**src/rtl/pc_branch_unit.sv**
```systemverilog
// Program-counter stage: resolves branches and jumps from ALU flags, registers PC and instret.
// Optional macro PC_MISALIGN_TRAP_EN: redirects misaligned next-PC targets to TRAP_VECTOR.
module pc_branch_unit #(
   parameter int               WIDTH        = 32,
   parameter logic [WIDTH-1:0] RESET_VECTOR = 32'h0000_0000,
   parameter logic [WIDTH-1:0] TRAP_VECTOR  = 32'h0000_0100
) (
   input  logic             clk,
   input  logic             rst_n,
   input  logic             stall,
   input  logic             Branch,
   input  logic             Jump,
   input  logic             JumpReg,
   input  logic [2:0]       funct3,
   input  logic             zero,
   input  logic             signflag,
   input  logic [WIDTH-1:0] RD1,
   input  logic [WIDTH-1:0] RD2,
   input  logic [WIDTH-1:0] ImmExt,
   input  logic [WIDTH-1:0] ALUResult,
   output logic [WIDTH-1:0] PC,
   output logic [WIDTH-1:0] PCPlus4,
   output logic [WIDTH-1:0] PCTarget,
   output logic             taken,
   output logic [WIDTH-1:0] instret,
   output logic             misalign_trap
);

   // Signed compares trust the ALU sign bit alone; overflow is not corrected.
   function automatic logic branch_cond(input logic [2:0] f3, input logic z, input logic s,
                                        input logic [WIDTH-1:0] a, input logic [WIDTH-1:0] b);
      logic c;
      c = 1'b0;
      case (f3)
         3'b000:  c = z;
         3'b001:  c = ~z;
         3'b100:  c = s;
         3'b101:  c = ~s;
         3'b110:  c = (a < b);
         3'b111:  c = (a >= b);
         default: c = 1'b0;
      endcase
      return c;
   endfunction

   logic             cond;
   logic [WIDTH-1:0] next_pc;
   logic             unused_ok;

   assign PCPlus4  = PC + WIDTH'(4);
   assign PCTarget = PC + ImmExt;
   assign cond     = branch_cond(funct3, zero, signflag, RD1, RD2);
   assign taken    = JumpReg | Jump | (Branch & cond);

   always_comb begin
      next_pc = PCPlus4;
      if (JumpReg)
         next_pc = {ALUResult[WIDTH-1:1], 1'b0};
      else if (Jump || (Branch && cond))
         next_pc = PCTarget;
   end

`ifdef PC_MISALIGN_TRAP_EN
   logic misaligned;
   logic trap_q;

   assign misaligned    = |next_pc[1:0];
   assign misalign_trap = trap_q;
   assign unused_ok     = ALUResult[0];

   always_ff @(posedge clk) begin
      if (!rst_n) begin
         PC      <= RESET_VECTOR;
         instret <= '0;
         trap_q  <= 1'b0;
      end else if (!stall) begin
         PC      <= misaligned ? TRAP_VECTOR : next_pc;
         instret <= instret + WIDTH'(1);
         trap_q  <= misaligned;
      end else begin
         trap_q  <= 1'b0;
      end
   end
`else
   assign misalign_trap = 1'b0;
   assign unused_ok     = ALUResult[0] ^ (^TRAP_VECTOR);

   always_ff @(posedge clk) begin
      if (!rst_n) begin
         PC      <= RESET_VECTOR;
         instret <= '0;
      end else if (!stall) begin
         PC      <= next_pc;
         instret <= instret + WIDTH'(1);
      end
   end
`endif

endmodule

```
**config.mk**
```make
export PLATFORM = sky130hd
export DESIGN_NAME = pc_branch_unit
export DESIGN_NICKNAME = d
export VERILOG_FILES = /design/src/rtl/pc_branch_unit.sv
export SDC_FILE = /design/constraint.sdc
export NUM_CORES = 1
export LEC_CHECK = 0
export BUFFER_PORTS_ARGS = -buffer_cell sky130_fd_sc_hd__buf_2
export CAP_MARGIN = 20
export CORE_MARGIN = 2
export CORE_UTILIZATION = 53
export DETAILED_ROUTE_END_ITERATION = 12
export PLACE_DENSITY = 0.95
export SLEW_MARGIN = 10
export SYNTH_ARGS = -nofsm -noshare
export SYNTH_HDL_FRONTEND = slang
export SYNTH_SLANG_ARGS = --single-unit
```
**constraint.sdc**
```tcl
create_clock -name clk -period 7 [get_ports clk]
set_input_delay 0.35 -clock clk [delete_from_list [all_inputs] [get_ports clk]]
set_output_delay 0.35 -clock clk [all_outputs]
set_load 0.03 [all_outputs]
```
Word-level counts from Yosys, hierarchy flattened
Cells that the tools add are included.
{ "classes": {"n_addsub": 3, "n_bitwise": 5, "order_cmp": 2, "n_eq_ne": 5, "reduce_logical": 3, "n_mux": 3} }
{ "ops": {"columns": ["operator", "count"], "rows": [
  ["$mux 32", 2],
  ["$add 32x1->32 const B", 1],
  ["$add 32x3->32 const B", 1],
  ["$add 32x32->32", 1],
  ["$ge 32x32->1", 1],
  ["$lt 32x32->1", 1],
  ["$eq 3x3->1 const B", 4],
  ["$pmux 1 s6", 1],
  ["$eq 3x1->1 const B", 1],
  ["$logic_not 3->1", 1],
  ["$not 1->1", 2],
  ["$or 1x1->1", 2],
  ["$and 1x1->1", 1],
  ["$logic_and 1x1->1", 1],
  ["$logic_or 1x1->1", 1]
]} }
{ "word_totals": {"ff_bits": 64, "out_inout_bits": 130} }

Logic depth before layout (Yosys ltp)
Gate-level depths: netlist (run 1).
{ "depth": {"word_depth": 6, "depth_mapped": 13, "ltp_nobuf": 12} }

Worst setup path after synthesis (run 1)
No wires, ideal clock.
{ "synth_timing": {"path_kind": "flip-flop to flip-flop", "from": "reg PC[8]", "to": "reg PC[31]", "synth_period_minus_slack_ps": 3113, "setup_time_ps": 70, "arrival_time_ps": 3043, "required_ps": 6930, "path_buffers": 0, "stages_incl_launch_ff": 11, "slack_ps": 3887, "cell_sequence": "dfxtp_1 -> ha_1 -> a21o_1 -> a221oi_1 -> a22oi_2 -> a21o_1 -> o21a_1 -> o211ai_1 -> nor2_1 -> a211o_1 -> a21oi_1"} }
{ "synth_between": {"elab_chain_len": 3, "word_cells_on_any_way": 4} }
{ "synth_lines": {"columns": ["item", "line", "text"], "rows": [
  ["from (decl)", "21", "output logic [WIDTH-1:0] PC,"],
  ["from (signal assigned)", "93", "PC <= next_pc;"],
  ["$add 32x32->32", "51", "assign PCTarget = PC + ImmExt;"],
  ["via PCTarget[31]", "23", "output logic [WIDTH-1:0] PCTarget,"],
  ["$mux 32", "59", "else if (Jump || (Branch && cond))"],
  ["$mux 32", "57", "if (JumpReg)"]
]} }
The timed path passes the listed nets, and every way through them passes these cells.
A chain may end at the register's enable or synchronous reset.

Final worst setup path (run 1)
{ "layout_timing": {"from": "reg PC[8]", "to": "out PCTarget[29]"} }
{ "layout_between": {"elab_chain_len": 1} }
{ "layout_lines": {"columns": ["item", "line"], "rows": [
  ["$add 32x32->32", "51"],
  ["to (decl)", "23"]
]} }
No other way between the ends.

==> metrics.cfg, run 1 <==
[worst_setup_path]
crit_path_end_kind=primary output
crit_chain=ha_1, a21o_1, a221oi_1, a22oi_2, a21oi_2, o21a_1, o41ai_2, a221oi_2, xnor2_1, buf_2
critical_path.slowest_cell=dfxtp_1
critPathLaunch=PC[8]
path_class=register to primary output
crit_buf_inv=1
worstPathArrival_ps=3280
crit_fanout=7
cp-start-kind=register
cp.required_ps=6650
r2r-start=PC[8]
cpLargestDelayFamily=compound AO/OA/AOI/OAI gates
max_stage_delay_ps=510

[outcome]
status=finished clean

[sta]
rsz0062_at_grt=false
worst_pin_slew_ps=924
period_minus_slack_ps=3630
drv_slew=0
fin_crit_sh=0.519
hold_viol=0
clock-skew-final_ps=7.57
setup-tns-final_ps=0
relSlewSlack=0.384
fmax_ghz=0.276
setup_violations=0

[die]
chipWidth_um=112
die_area_um2=12500
coreArea_um2=11400
initial_core_util=0.541
die_y_um=112
pin_count=269
fp-row-count=39

[synthesis]
synth_cell_types=67
synth_edf_count=0
seq_area_frac_synth=0.207
yosysWarnings=0
synth_seq_cells=64
netlist_instances=784
async_reset_ff_frac=0
avgSynthCellArea_um2=7.88
synth_ff_type=dfxtp_1
syn_area_um2=6180
syn_nets=989

[routing]
wire_per_inst_um=17.7
viasPerCell=5.99
first_iter_violations=597
wl_um=20700
num_vias=7003
drtAntennaViolNets=0
drc=0
dr.pass1.iters=6

[min_path]
hold_class=input pin to register
hold_start=ALUResult[30]

[pwr]
pwr_density_cell_nw_per_um2=206
vdd_drop_max_uv=185
power_leakage_nw=4.18

[run]
maxCapViolations=0

[final_layout]
nNetsFinal=1227
instances_no_fill=1170
antenna_cells=0
layout.cells.most_common_list=266 x buf_2, 65 x ha_1, 64 x dfxtp_1, 60 x a21oi_1, 59 x xnor2_1
n_fill_cell=902
drive_above_1_share=0.290
final_common_cell=buf_2
syn2layout_area_growth_pct=27.1
finish.utilization=0.688

[clock_tree]
cts_root_buffer=clkbuf_16
cts_max_level=3
cts_tree=done
post_cts_buffers=0
cts_buffers=9
clk_path_buf_depth=2
cts_resized=0
postCtsHoldBufs=0
clk-insertion-delay-late_ps=330
path_clk_slew_ps=60
cts_sinks=64

[grt]
grt.overflow.total=0
antenna_found_initial=0
first_global_vias=6852
grt_pass1_wl_um=33400
grt_use_total=0.322
grt_start_max_net_pins=66

[place]
place.gp.congestion=0.942
dp.cells=1154
dpl.hpwl_um=15600
portBuffers=266

-- cell families after synthesis --
| family | Yosys count | synth area share |
|---|---|---|
| simple gates | 244 | 0.205 |
| compound gates | 211 | 0.232 |
| buf+inv | 92 | 0.0644 |
| xor+xnor | 84 | 0.119 |
| fa+ha+maj | 66 | 0.135 |
| flops | 64 | 0.207 |
| mux | 22 | 0.0358 |
| other cells | 1 | 0.000607 |
-- path summary, 6_finish.rpt --
check | slack (ps) | cells past startpoint | endpoint
max | 3370 | 10 | PCTarget[29]
min reg2reg | 510 | 2 | instret[29]
max reg2reg | 3980 | 10 | PC[29]
min | 300 | 3 | PC[30]
-- flip-flops by register name, summed over array words and instances, names as in the netlist --
| name | cells |
|---|---|
| PC | 32 |
| instret | 32 |
-- routing by layer --
metal | track usage | vias to the layer above | share of wire
met2 | 0.554 | 435 | 0.48
met4 | 0.138 | 0 | 0.032
li1 | - | 3290 | -
met5 | 0 | - | 0
met1 | 0.389 | 3210 | 0.40
met3 | 0.0664 | 68 | 0.093
-- worst register-to-register path: stages (launching register included) --
cell,delay [ps]
dfxtp_1,510
ha_1,360
a21o_1,220
a221oi_1,390
a22oi_2,160
a21oi_2,260
o21a_1,190
o41ai_2,120
a221oi_2,290
xnor2_1,140
o221a_1,270
-- power breakdown --
| part | internal [W] | switching (W) | total (W) |
|---|---|---|---|
| combinational | 0.000230 | 0.000435 | 0.000665 |
| sequential | 0.000382 | 0.0000313 | 0.000413 |
| clock | 0.000359 | 0.000179 | 0.000537 |
-- stage by stage --
stage | cell area [um2] | setup slack (ps) | hold WS (ps) | power [W]
2_1_floorplan | 6180 | 3890 | 523 | 0.000880
6_report | 7850 | 3370 | 304 | 0.00162
3_5_place_dp | 7500 | 3650 | 493 | 0.00107
3_3_place_gp | 7500 | 3700 | 475 | 0.00106
4_1_cts | 7850 | 3420 | 296 | 0.00161
5_1_grt | 7850 | 3140 | 302 | 0.00169
-- Yosys cell counts, types with 6 or more instances --
cell type,instances,area [um2]
a21o_1,23,173
a21oi_1,60,300
a31oi_1,7,43.8
and2_1,31,194
and3_1,23,144
and4_1,6,52.6
clkbuf_1,32,120
dfxtp_1,64,1280
ha_1,65,813
inv_1,49,184
mux2i_1,21,210
nand2_1,54,203
nand3_1,34,170
nand4_1,17,106
nor2_1,41,154
nor2b_1,8,50.1
nor3_1,10,50.1
o211a_1,16,160
o21a_1,9,67.6
o21ai_0,16,80.1
o21ai_1,27,135
o22ai_1,7,43.8
xnor2_1,59,517
xor2_1,25,219
-- layout make-up --
type                       instances  area [um2]  share of cell area
clock inverter                     6         114              0.0145
multi-input combinational        628        4500               0.573
clock buffer                      10         239              0.0304
inverter                          50         188              0.0239
timing repair buffer             269        1350               0.172
sequential                        64        1280               0.163
tap                              143         179              0.0228
Power figures use the tool's default switching activity.
==> run 2: changes to the inputs <==
--- a/config.mk
+++ b/config.mk
@@ -8,9 +8,9 @@
 export BUFFER_PORTS_ARGS = -buffer_cell sky130_fd_sc_hd__buf_2
 export CAP_MARGIN = 20
 export CORE_MARGIN = 2
-export CORE_UTILIZATION = 53
+export CORE_UTILIZATION = 49
 export DETAILED_ROUTE_END_ITERATION = 12
-export PLACE_DENSITY = 0.95
+export PLACE_DENSITY = 0.93
 export SLEW_MARGIN = 10
 export SYNTH_ARGS = -nofsm -noshare
 export SYNTH_HDL_FRONTEND = slang
==> constraint.sdc (replaced) <==
create_clock -name clk -period 3.49 [get_ports clk]
set_input_delay 0.1745 -clock clk [delete_from_list [all_inputs] [get_ports clk]]
set_output_delay 0.1745 -clock clk [all_outputs]
set_load 0.03 [all_outputs]
==> run 2 against run 1 <==
  * Hold slack worse by 200 ps
  * Power is 100% higher
  * Clock skew hardly changed
  * Sequential share of layout area is 0.16 points lower
  * Sequential cell count stayed put
  * Combinational power is 100% higher
  * Largest cell class unchanged
  * Worst setup slack worse by 3200 ps
  * Die area is 7.9% higher
  * Sequential power is 100% higher
==> metrics.cfg, run 2 (synthesized netlist as in run 1, its figures left out) <==
[clock_tree]
cts_buffers=9  ; unchanged
post_cts_buffers=0  ; unchanged
cts_sinks=64  ; unchanged
clk-insertion-delay-late_ps=350  ; was 330 ps
cts_max_level=3  ; unchanged
cts_tree=done  ; unchanged
path_clk_slew_ps=60  ; about the same
clk_path_buf_depth=2  ; unchanged
cts_root_buffer=clkbuf_16  ; unchanged

[die]
initial_core_util=0.496  ; was 0.541
die_area_um2=13500  ; was 12500 um2
fp-row-count=41  ; was 39
pin_count=269  ; unchanged
coreArea_um2=12500  ; was 11400 um2
die_y_um=116  ; was 112 um
chipWidth_um=116  ; was 112 um

[pwr]
power_leakage_nw=4.22  ; was 4.18 nW
p_seq_frac=0.254  ; was 0.256
vdd_drop_max_uv=272  ; was 185 uV
fin_total_pwr_w=0.00325  ; was 0.00162 W
clkPwrFrac=0.332  ; was 0.333
combPwrFrac=0.414  ; was 0.412
p_int_w=0.00195  ; was 0.000971 W
pwr_density_cell_nw_per_um2=409  ; was 206 nW/um2
switching_share=0.400  ; was 0.399
p_switching_w=0.00130  ; was 0.000645 W

[final_layout]
antenna_cells=0  ; unchanged
instances_no_fill=1204  ; was 1170
drive_above_1_share=0.296  ; was 0.290
syn2layout_area_growth_pct=28.6  ; was 27.1%
final_common_cell=buf_2  ; unchanged
layout.cells.most_common_list=266 x buf_2, 65 x ha_1, 62 x dfxtp_1, 59 x a21oi_1, 59 x xnor2_1  ; was 266 x buf_2, 65 x ha_1, 64 x dfxtp_1, 60 x a21oi_1, 59 x xnor2_1
reg_top3=PC x32, instret x32  ; unchanged
nNetsFinal=1232  ; was 1227
finish.utilization=0.637  ; was 0.688

[routing]
dr.pass1.iters=5  ; was 6
first_iter_violations=507  ; was 597
wl_um=20500  ; was 20700 um
num_vias=6920  ; was 7003
wire_per_inst_um=17.0  ; was 17.7 um
drc=0  ; unchanged
viasPerCell=5.75  ; was 5.99
drtAntennaViolNets=0  ; unchanged

[worst_setup_path]
endpoint=PCTarget[29]  ; unchanged
crit_path_end_kind=primary output  ; unchanged
worstPathArrival_ps=3180  ; was 3280 ps
r2r-start=PC[0]  ; was PC[8]
critPathLaunch=PC[20]  ; was PC[8]
crit_fanout=6  ; was 7
r2r_setup_slack_ps=500  ; was 3980 ps
cp-start-kind=register  ; unchanged
cp.required_ps=3320  ; was 6650 ps
r2r_cells=12  ; was 10
r2r-end=PC[30]  ; was PC[29]
path_class=register to primary output  ; unchanged

[sta]
fmax_ghz=0.298
clock-skew-final_ps=7.17  ; was 7.57 ps
hold_viol=0  ; unchanged
worst_pin_slew_ps=781  ; was 924 ps
relSlewSlack=0.479  ; was 0.384
finalWorstSetupSlack_ps=139  ; was 3370 ps
drv_slew=0  ; unchanged
whs_ps=106  ; was 304 ps
setup_violations=0  ; unchanged
fin_crit_sh=0.960
period_minus_slack_ps=3350

[grt]
grt_start_max_net_pins=36  ; was 66
antenna_found_initial=1  ; was 0
first_global_vias=6632  ; was 6852
grt.overflow.total=0  ; unchanged
grt_use_met3=0.0929  ; was 0.0664
use_met2=0.509  ; was 0.554
grt_pass1_wl_um=31400  ; was 33400 um
use_met1=0.333  ; was 0.389
grt-busiest-layer=met2  ; unchanged
grt_use_total=0.292  ; was 0.322

[place]
dpl_worst_slack_ps=205  ; was 3650 ps
place.gp.congestion=0.908  ; was 0.942
dpl.hpwl_um=15800  ; was 15600 um
dp.cells=1188  ; was 1154
portBuffers=266  ; unchanged

[outcome]
status=finished clean  ; unchanged

[run]
maxCapViolations=0  ; unchanged

[min_path]
hold_class=input pin to register  ; unchanged

==> run 2: worst min path at each step <==
| stage | start | endpoint | slack, ps | cells after the start |
|---|---|---|---|---|
| after global placement | ALUResult[9] | PC[9] | 440 | 3 |
| final | ALUResult[31] | PC[31] | 110 | 3 |
| after global routing | ALUResult[31] | PC[31] | 110 | 3 |
| after detailed placement | ALUResult[9] | PC[9] | 450 | 3 |
| after floorplan | ALUResult[9] | PC[9] | 350 | 2 |
| after CTS | ALUResult[9] | PC[9] | 90 | 3 |
==> run 2: power by group through the flow <==
stage | clock (W) | sequential, W | combinational [W]
6_report | 0.00108 | 0.000826 | 0.00135
5_1_grt | 0.00113 | 0.000831 | 0.00144
2_1_floorplan | 0 | 0.000896 | 0.000869
3_3_place_gp | 0 | 0.000836 | 0.00129
3_5_place_dp | 0 | 0.000838 | 0.00131
4_1_cts | 0.00109 | 0.000823 | 0.00132
==> run 2: what timing repair did <==
action	4_1_cts	5_1_grt
resized for setup	0	5
hold buffers	0	0
setup endpoints to repair	0	4
==> run 2: metrics by stage <==
step	setup TNS, ps	instance area, um2
after floorplan	0	6180
after global placement	0	7570
final	0	7950
after global routing	-5.60	7950
after detailed placement	0	7570
after CTS	0	7920
==> run 2: worst max-delay path: stages, from the launching register on <==
cell      delay, ps
dfxtp_1         420
ha_1            330
a21o_1          210
a21o_1          190
a21oi_1         260
nor3b_1         460
o41ai_4         210
a221oi_2        300
xnor2_1         200
buf_2           250
==> run 2: cell type report <==
type                    instances  area [um2]
multi-input cells             628        4520
inverters                      50         188
clock buffers                  11         243
well taps                     172         215
fillers                      1035        4520
flip-flops and latches         64        1280
repair buffers                274        1390
clock inverters                 5         104
==> run 2: per-layer routing <==
metal	wire, um	vias to the layer above
met4	579	2
met1	7940	3188
met3	1930	68
met5	11	-
met2	10000	358
li1	-	3304
